`src/rtl/scan_loader.sv`:
```
// Scan-chain loader: shifts an image into a serial scan chain MSB first
// and assembles the bits returning on scan_out into readback bytes.
module scan_loader #(
    parameter int IMG_BYTES   = 78,
    parameter bit CLEAR_FIRST = 1'b1
) (
    input  logic       clk,
    input  logic       reset,
    input  logic       start,
    input  logic [7:0] in_data,
    input  logic       in_valid,
    output logic       in_ready,
    output logic       scan_in,
    output logic       scan_en,
    output logic       scan_reset,
    input  logic       scan_out,
    output logic [7:0] rb_data,
    output logic       rb_valid,
    output logic       busy,
    output logic       done
);

    localparam int CW = $clog2(IMG_BYTES + 1);
    localparam logic [CW-1:0] LAST = CW'(IMG_BYTES);

    typedef enum logic [2:0] {
        IDLE,
        CLEAR,
        LOAD,
        SHIFT,
        DONE
    } state_t;

    state_t          state;
    state_t          state_nx;
    logic [7:0]      sreg;
    logic [7:0]      sreg_nx;
    logic [2:0]      bit_cnt;
    logic [2:0]      bit_nx;
    logic [CW-1:0]   byte_cnt;
    logic [CW-1:0]   byte_nx;
    logic            hs;
    logic            en_nx;
    logic            clr_nx;
    logic            rdy_nx;
    logic            busy_nx;
    logic            done_nx;
    logic [6:0]      rb_sh;

    assign hs      = in_valid && in_ready;
    assign scan_in = sreg[7];

    // Next-state, shifter and counter logic plus next values of registered outputs.
    always_comb begin
        state_nx = state;
        sreg_nx  = sreg;
        bit_nx   = bit_cnt;
        byte_nx  = byte_cnt;
        unique case (state)
            IDLE: begin
                if (start) begin
                    state_nx = CLEAR_FIRST ? CLEAR : LOAD;
                    bit_nx   = '0;
                    byte_nx  = '0;
                end
            end
            CLEAR: begin
                state_nx = LOAD;
            end
            LOAD: begin
                if (hs) begin
                    sreg_nx  = in_data;
                    bit_nx   = '0;
                    byte_nx  = byte_cnt + 1'b1;
                    state_nx = SHIFT;
                end
            end
            SHIFT: begin
                sreg_nx = {sreg[6:0], 1'b0};
                bit_nx  = bit_cnt + 1'b1;
                if (bit_cnt == 3'd7) begin
                    if (hs) begin
                        sreg_nx = in_data;
                        bit_nx  = '0;
                        byte_nx = byte_cnt + 1'b1;
                    end else if (byte_cnt < LAST) begin
                        state_nx = LOAD;
                    end else begin
                        state_nx = DONE;
                    end
                end
            end
            DONE: begin
                state_nx = IDLE;
            end
            default: begin
                state_nx = IDLE;
            end
        endcase

        en_nx   = (state_nx == SHIFT);
        clr_nx  = (state_nx == CLEAR);
        rdy_nx  = (state_nx == LOAD) ||
                  ((state_nx == SHIFT) && (bit_nx == 3'd7) && (byte_nx < LAST));
        busy_nx = (state_nx == CLEAR) || (state_nx == LOAD) || (state_nx == SHIFT);
        done_nx = (state_nx == DONE);
    end

    // State, datapath and registered control outputs.
    always_ff @(posedge clk) begin
        if (!reset) begin
            state      <= IDLE;
            sreg       <= '0;
            bit_cnt    <= '0;
            byte_cnt   <= '0;
            scan_en    <= 1'b0;
            scan_reset <= 1'b0;
            in_ready   <= 1'b0;
            busy       <= 1'b0;
            done       <= 1'b0;
        end else begin
            state      <= state_nx;
            sreg       <= sreg_nx;
            bit_cnt    <= bit_nx;
            byte_cnt   <= byte_nx;
            scan_en    <= en_nx;
            scan_reset <= clr_nx;
            in_ready   <= rdy_nx;
            busy       <= busy_nx;
            done       <= done_nx;
        end
    end

    // Readback: collect returning bits, publish a byte after every eighth.
    always_ff @(posedge clk) begin
        if (!reset) begin
            rb_sh    <= '0;
            rb_data  <= '0;
            rb_valid <= 1'b0;
        end else begin
            rb_valid <= 1'b0;
            if (scan_en) begin
                rb_sh <= {rb_sh[5:0], scan_out};
                if (bit_cnt == 3'd7) begin
                    rb_data  <= {rb_sh, scan_out};
                    rb_valid <= 1'b1;
                end
            end
        end
    end

endmodule

```
`config.mk`:
```
export PLATFORM = sky130hd
export DESIGN_NAME = scan_loader
export DESIGN_NICKNAME = d
export VERILOG_FILES = /design/src/rtl/scan_loader.sv
export SDC_FILE = /design/constraint.sdc
export NUM_CORES = 1
export LEC_CHECK = 0
export BUFFER_PORTS_ARGS = -buffer_cell sky130_fd_sc_hd__buf_2
export CORE_MARGIN = 1.5
export CORE_UTILIZATION = 47
export DETAILED_ROUTE_END_ITERATION = 7
export GPL_ROUTABILITY_DRIVEN = 0
export PLACE_DENSITY = 0.65
export SYNTH_ARGS = -nofsm -noshare
export SYNTH_HDL_FRONTEND = slang
export SYNTH_SLANG_ARGS = --single-unit
```
`constraint.sdc`:
```
create_clock -name clk -period 5.1 [get_ports clk]
set_clock_uncertainty 0.15 [all_clocks]
set_input_delay 0.51 -clock clk [delete_from_list [all_inputs] [get_ports clk]]
set_output_delay 0.51 -clock clk [all_outputs]
set_load 0.005 [all_outputs]
```
==> results of run 1 <==
-- power by group through the flow --
stage / Sequential (W) / Clock (W) / Combinational [W]
after floorplan: 0.000345 / 0 / 0.0000447
after global placement: 0.000350 / 0 / 0.0000500
after detailed placement: 0.000350 / 0 / 0.0000496
after CTS: 0.000343 / 0.000271 / 0.0000496
after global routing: 0.000344 / 0.000285 / 0.0000549
final: 0.000343 / 0.000263 / 0.0000492
-- routing by layer --
metal	vias to the layer above	GRT usage
met5	-	0
met4	0	0.0714
met3	7	0.0533
met2	28	0.269
met1	698	0.243
li1	793	-
-- cell families (layout without fill, tap and decap cells) --
family,count (synthesis),count (layout),synth area share
mux,15,15,0.0770
compound gates,47,47,0.189
fa+ha+maj,3,3,0.0192
flops,42,42,0.431
simple gates,83,83,0.231
buf+inv,19,40,0.0526
-- worst max path at each step --
stage / end / start
finish: in_ready$_SDFF_PN0_ / state[1]$_SDFF_PN0_
detailed placement: in_ready$_SDFF_PN0_ / state[1]$_SDFF_PN0_
global placement: in_ready$_SDFF_PN0_ / bit_cnt[0]$_SDFF_PN0_
global route: in_ready$_SDFF_PN0_ / state[1]$_SDFF_PN0_
floorplan: in_ready$_SDFF_PN0_ / bit_cnt[0]$_SDFF_PN0_
CTS: in_ready$_SDFF_PN0_ / state[1]$_SDFF_PN0_
-- sequential cells by signal, indices dropped and copies added (netlist names) --
name	count
busy	1
rb_sh	7
scan_en	1
scan_reset	1
rb_data	8
rb_valid	1
bit_cnt	3
sreg	8
state	3
in_ready	1
done	1
byte_cnt	7
-- final cells by class --
cell class | count | area (um2)
fill | 394 | 1830
multi-input combinational | 148 | 1010
sequential | 42 | 841
timing repair buffer | 27 | 135
clock buffer | 6 | 72.6
tap | 50 | 62.6
clock inverter | 2 | 37.5
inverter | 5 | 18.8
-- critical path, stage by stage, from the launching register on --
cell and delay [ps]:
dfxtp_1 500, nor2b_1 620, nand3_1 580, o2bb2ai_1 340, nand4_1 130, o21ai_1 170
-- Yosys cell counts, drive strengths merged (4+ instances only) --
library cell | count | area [um2]
a21boi | 11 | 82.6
a31oi | 4 | 25.0
and2 | 7 | 43.8
buf | 7 | 56.3
clkbuf | 7 | 27.5
dfxtp | 42 | 841
inv | 5 | 18.8
mux2i | 15 | 150
nand2 | 24 | 90.1
nand3 | 16 | 80.1
nor2 | 4 | 15.0
nor2b | 12 | 82.6
nor3 | 5 | 25.0
o211a | 7 | 70.1
o21ai | 7 | 38.8
-- per-stage QoR --
step                cells  power [W]  setup WS (ps)   util
global route          280   0.000683           2290  0.544
finish                280   0.000654           2520  0.544
CTS                   280   0.000663           2540  0.544
detailed placement    272   0.000400           2580  0.516
floorplan             209   0.000390           3130      -
global placement      272   0.000400           2580  0.516
==> metrics.md, run 1 <==
| Metric | Value |
|---|---|
| TritonRoute pass-1 iters | 4 |
| P_sw | 0.000152 W |
| Status | complete, no violations |
| CP Data Required Time | 5160 ps |
| Sequential power share | 0.524 |
| Worst vdd ir | 0.193 mV |
| Post-Syn Area | 1950 um2 |
| Seq/Total Area, Yosys | 0.431 |
| Commonest cells after routing, fill and taps aside | dfxtp_1 (42), buf_2 (27), nand2_1 (24) |
| DR top layer | met4 |
| Slew Viols, Final | 0 |
| Mapped Cells | 209 |
| RSZ-0062 raised after global routing | no |
| Routed vias/inst | 5.45 |
| Inserted Clock Buffers | 5 |
| Clock Power Share | 0.401 |
| Reg2Reg Setup Slack | 2520 ps |
| Min Tclk post-route | 2580 ps |
| Clk pin slew, worst setup/hold paths | 80 ps |
| # rows | 23 |
| Commonest non-fill, non-tap cell in the layout | dfxtp_1 |
| Most used DFF post-synth | dfxtp_1 |
| Routed len/inst | 13.0 um |
| Worst skew pair latency | 300 ps |
| Htree depth | 2 |
| Hold Fails Final Rpt | 0 |
| Met3 wire length | 169 um |
| Seq cells post-synth | 42 |
| Slew Limit Headroom | 0.374 |
| Post-route design area | 2170 um2 |
| Final setup TNS | 0 ps |
| Clk sinks | 42 |
| YS warnings | 0 |
| PD cells | 301 nW/um2 |
| Setup violators final | 0 |
| DR WL met2 | 1570 um |
| Initial core utilization | 0.488 |
| Final WL | 3630 um |
| I/O pins | 28 |
| Comb power frac | 0.075 |
| DRC | 0 |
| Remaining global-route overflow | 0 |
| Fmax | 388 MHz |
| HP Start | rb_data[1]$_SDFFE_PN0P_ |
| PortBufs | 27 |
| P_int | 0.000502 W |
| Crit-path max FO | 11 |
| Global-route usage over all layers | 0.180 |
| Nets@finish | 245 |
| First-pass GRT wire length | 6170 um |
| Chip Height | 67.4 um |
| Min-Delay Path Depth | 2 |
| Post-synthesis area per instance | 9.33 um2 |
| R2R Path End | in_ready$_SDFF_PN0_ |
| Share of cells above drive strength 1 | 0.178 |
| Max-cap viol count | 0 |
| Final worst-path cycle share | 0.506 |
| Vias in the first global route | 1367 |
| Clock root buffer | clkbuf_8 |
| CP Launch Type | flop |
| Number of synthesized flops with an enable pin | 0 |
| CTS max path bufs | 2 |
| Antenna violations before repair | 0 |
| Worst hold path class | reg -> reg |
| Hold Slack | 312 ps |
| RR Startpoint | state[1]$_SDFF_PN0_ |
| Post-CTS sizing | 0 |
| Detail Route Antenna Nets | 0 |
| Async SR Flop Fraction | 0 |
| Area Growth Syn to Fin | 11.5% |
| Vias | 1526 |
| CP arrival | 2640 ps |
| Worst setup EP type | flop |
| ANT cells | 0 |
| Die Wd | 67.4 um |
| R2R depth | 5 |
| Final HPWL DP | 2480 um |
| Leak | 0.930 nW |
| Largest net degree at the start of global routing | 38 |
| WL met1 | 1820 um |
| # Post-CTS Setup Buffers | 0 |
| Worst slew pin tran | 936 ps |
| Placed Area | 2060 um2 |
| Cts hold-fix bufs | 0 |
| CTS tree | done |
| Syn nets | 225 |
| Initial DRC Count | 57 |
| Hold-critical path endpoint | rb_data[1]$_SDFFE_PN0P_ |
| Core Region | 4000 um2 |
| CP Class | reg -> reg |
| Sw Share | 0.233 |
| Die area | 4550 um2 |
| Synth unique cells | 45 |
(Power assumes the default switching activity.)
==> run 2, diff against run 1 <==
PLACE_DENSITY = 0.67   (was 0.65)
clock period = 2.19 ns   (was 5.1 ns; I/O delays follow)
==> run 2 against run 1 <==
Compared with the run above: final area grew 3.4%; fmax up 23%; clock power increased by 100%; hold slack worse by 290 ps; via count increased by 3.3%; setup slack lost 2400 ps; first-iteration DRC count rose by 140%; count of clock-buffer cells in the layout did not move; total power rose by 120%; cell count grew 3.9%.
==> metrics.md, run 2 (same netlist as run 1, synthesis figures left out) <==
| Metric | Value |
|---|---|
| CP Class | reg -> reg |
| CP Launch Type | flop |
| Commonest non-fill, non-tap cell in the layout | dfxtp_1 |
| Worst slew pin tran | 304 ps (-632 ps) |
| Worst skew pair latency | 300 ps (about the same) |
| Die Wd | 67.4 um (unchanged) |
| CTS max path bufs | 2 (unchanged) |
| DRC | 0 (unchanged) |
| Clk pin slew, worst setup/hold paths | 80 ps (about the same) |
| Crit-path max FO | 13 (+2) |
| Min Tclk post-route | 2100 ps (-483 ps) |
| Cts hold-fix bufs | 0 (unchanged) |
| Die area | 4550 um2 (unchanged) |
| Global-route usage over all layers | 0.181 (+0.00125) |
| ANT cells | 0 (unchanged) |
| Final worst-path cycle share | 0.957 (+0.451) |
| Largest registers | rb_data x8, sreg x8 |
| Nets@finish | 256 (+4.5%) |
| CP arrival | 2140 ps (-500 ps) |
| CTS tree | done |
| Slew Limit Headroom | 0.795 (+0.422) |
| Worst hold path class | in -> reg |
| RSZ-0062 raised after global routing | no |
| Final setup TNS | 0 ps (unchanged) |
| Core Region | 4000 um2 (unchanged) |
| Antenna violations before repair | 0 (unchanged) |
| Vias in the first global route | 1369 (+0.15%) |
| CP Data Required Time | 2230 ps (-2930 ps) |
| Worst setup EP type | flop |
| Initial DRC Count | 135 (+140%) |
| Sequential cell area | 841 um2 (unchanged) |
| Remaining global-route overflow | 0 (unchanged) |
| PD cells | 647 nW/um2 (+110%) |
| Leak | 0.984 nW (+5.8%) |
| Chip Height | 67.4 um (unchanged) |
| Final WL | 3770 um (+3.9%) |
| Multi-input gate area | 1010 um2 (+0.25%) |
| I/O pins | 28 (unchanged) |
| Htree depth | 2 (unchanged) |
| Fmax | 477 MHz (+23%) |
| Reg2Reg Setup Slack | 90 ps (-2430 ps) |
| Slew Viols, Final | 0 (unchanged) |
| Inserted Clock Buffers | 5 (unchanged) |
| Share of cells above drive strength 1 | 0.224 (+0.0458) |
| TritonRoute pass-1 iters | 4 (unchanged) |
| Routed len/inst | 13.0 um (about the same) |
| Hold Slack | 25.1 ps (-287 ps) |
| Status | complete, no violations |
| Final HPWL DP | 2670 um (+7.6%) |
| PortBufs | 27 (unchanged) |
| Hold Fails Final Rpt | 0 (unchanged) |
| Largest net degree at the start of global routing | 37 (-2.6%) |
| Worst vdd ir | 0.481 mV (+150%) |
| Commonest cells after routing, fill and taps aside | dfxtp_1 (42), buf_2 (27), nand2_1 (24) |
| Max-cap viol count | 0 (unchanged) |
| Clk sinks | 42 (unchanged) |
| Setup violators final | 0 (unchanged) |
| # rows | 23 (unchanged) |
| Area Growth Syn to Fin | 15.3% |
| Vias | 1576 (+3.3%) |
| Layout fillers | 403 (+2.3%) |
| First-pass GRT wire length | 6180 um (+0.23%) |
| Detail Route Antenna Nets | 0 (unchanged) |
| Clock root buffer | clkbuf_8 |
| Initial core utilization | 0.488 (unchanged) |
| Routed vias/inst | 5.42 (-0.63%) |
[run 2: worst max-delay path, cell delays in order, from the launching register on]
cell and delay [ps]:
dfxtp_1 350, ha_1 160, ha_1 170, buf_4 190, nand2b_1 180, a41oi_1 150
a31oi_1 260, nand3_1 150, a41oi_2 160, o21ai_1 70
[run 2: cell type report]
class,count,share of cell area
inverters,5,0.00835
clock inverters,2,0.00556
well taps,50,0.0278
clock buffers,6,0.0367
repair buffers,38,0.0985
multi-input cells,148,0.449
flip-flops and latches,42,0.374
[run 2: per-layer routing]
metal	vias to the layer above	GRT usage	wire length, um
li1	819	-	-
met1	713	0.247	1850
met2	37	0.265	1660
met3	7	0.0583	205
met4	0	0.0714	51
met5	-	0	0
[run 2: repair_timing]
action	CTS	global route
endpoints found under the hold margin	0	0
setup endpoints to repair	0	1
setup buffers	0	0
gates resized for setup	0	2
[run 2: where the power goes]
part / leakage [nW] / internal (W) / switching (W)
Sequential: 0.340 / 0.000778 / 0.0000120
Clock: 0.0472 / 0.000253 / 0.000272
Combinational: 0.597 / 0.0000635 / 0.0000752
[run 2: worst paths after layout]
| check | start | end | cells after the start |
|---|---|---|---|
| min reg2reg | rb_data[6]$_SDFFE_PN0P_ | rb_data[6]$_SDFFE_PN0P_ | 2 |
| min | in_data[0] | sreg[0]$_SDFFE_PN0P_ | 3 |
| max | bit_cnt[0]$_SDFF_PN0_ | in_ready$_SDFF_PN0_ | 9 |
| max reg2reg | bit_cnt[0]$_SDFF_PN0_ | in_ready$_SDFF_PN0_ | 9 |
[run 2: stage by stage]
| stage | cells | power (W) | cell area (um2) | util | setup WS, ps |
|---|---|---|---|---|---|
| after floorplan | 209 | 0.000908 | 1950 | - | 217 |
| after global placement | 283 | 0.000945 | 2150 | 0.537 | 217 |
| after detailed placement | 283 | 0.000945 | 2150 | 0.537 | 140 |
| after CTS | 291 | 0.00146 | 2240 | 0.561 | 68.9 |
| after global routing | 291 | 0.00152 | 2250 | 0.562 | 2.51 |
| final | 291 | 0.00145 | 2250 | 0.562 | 94.6 |
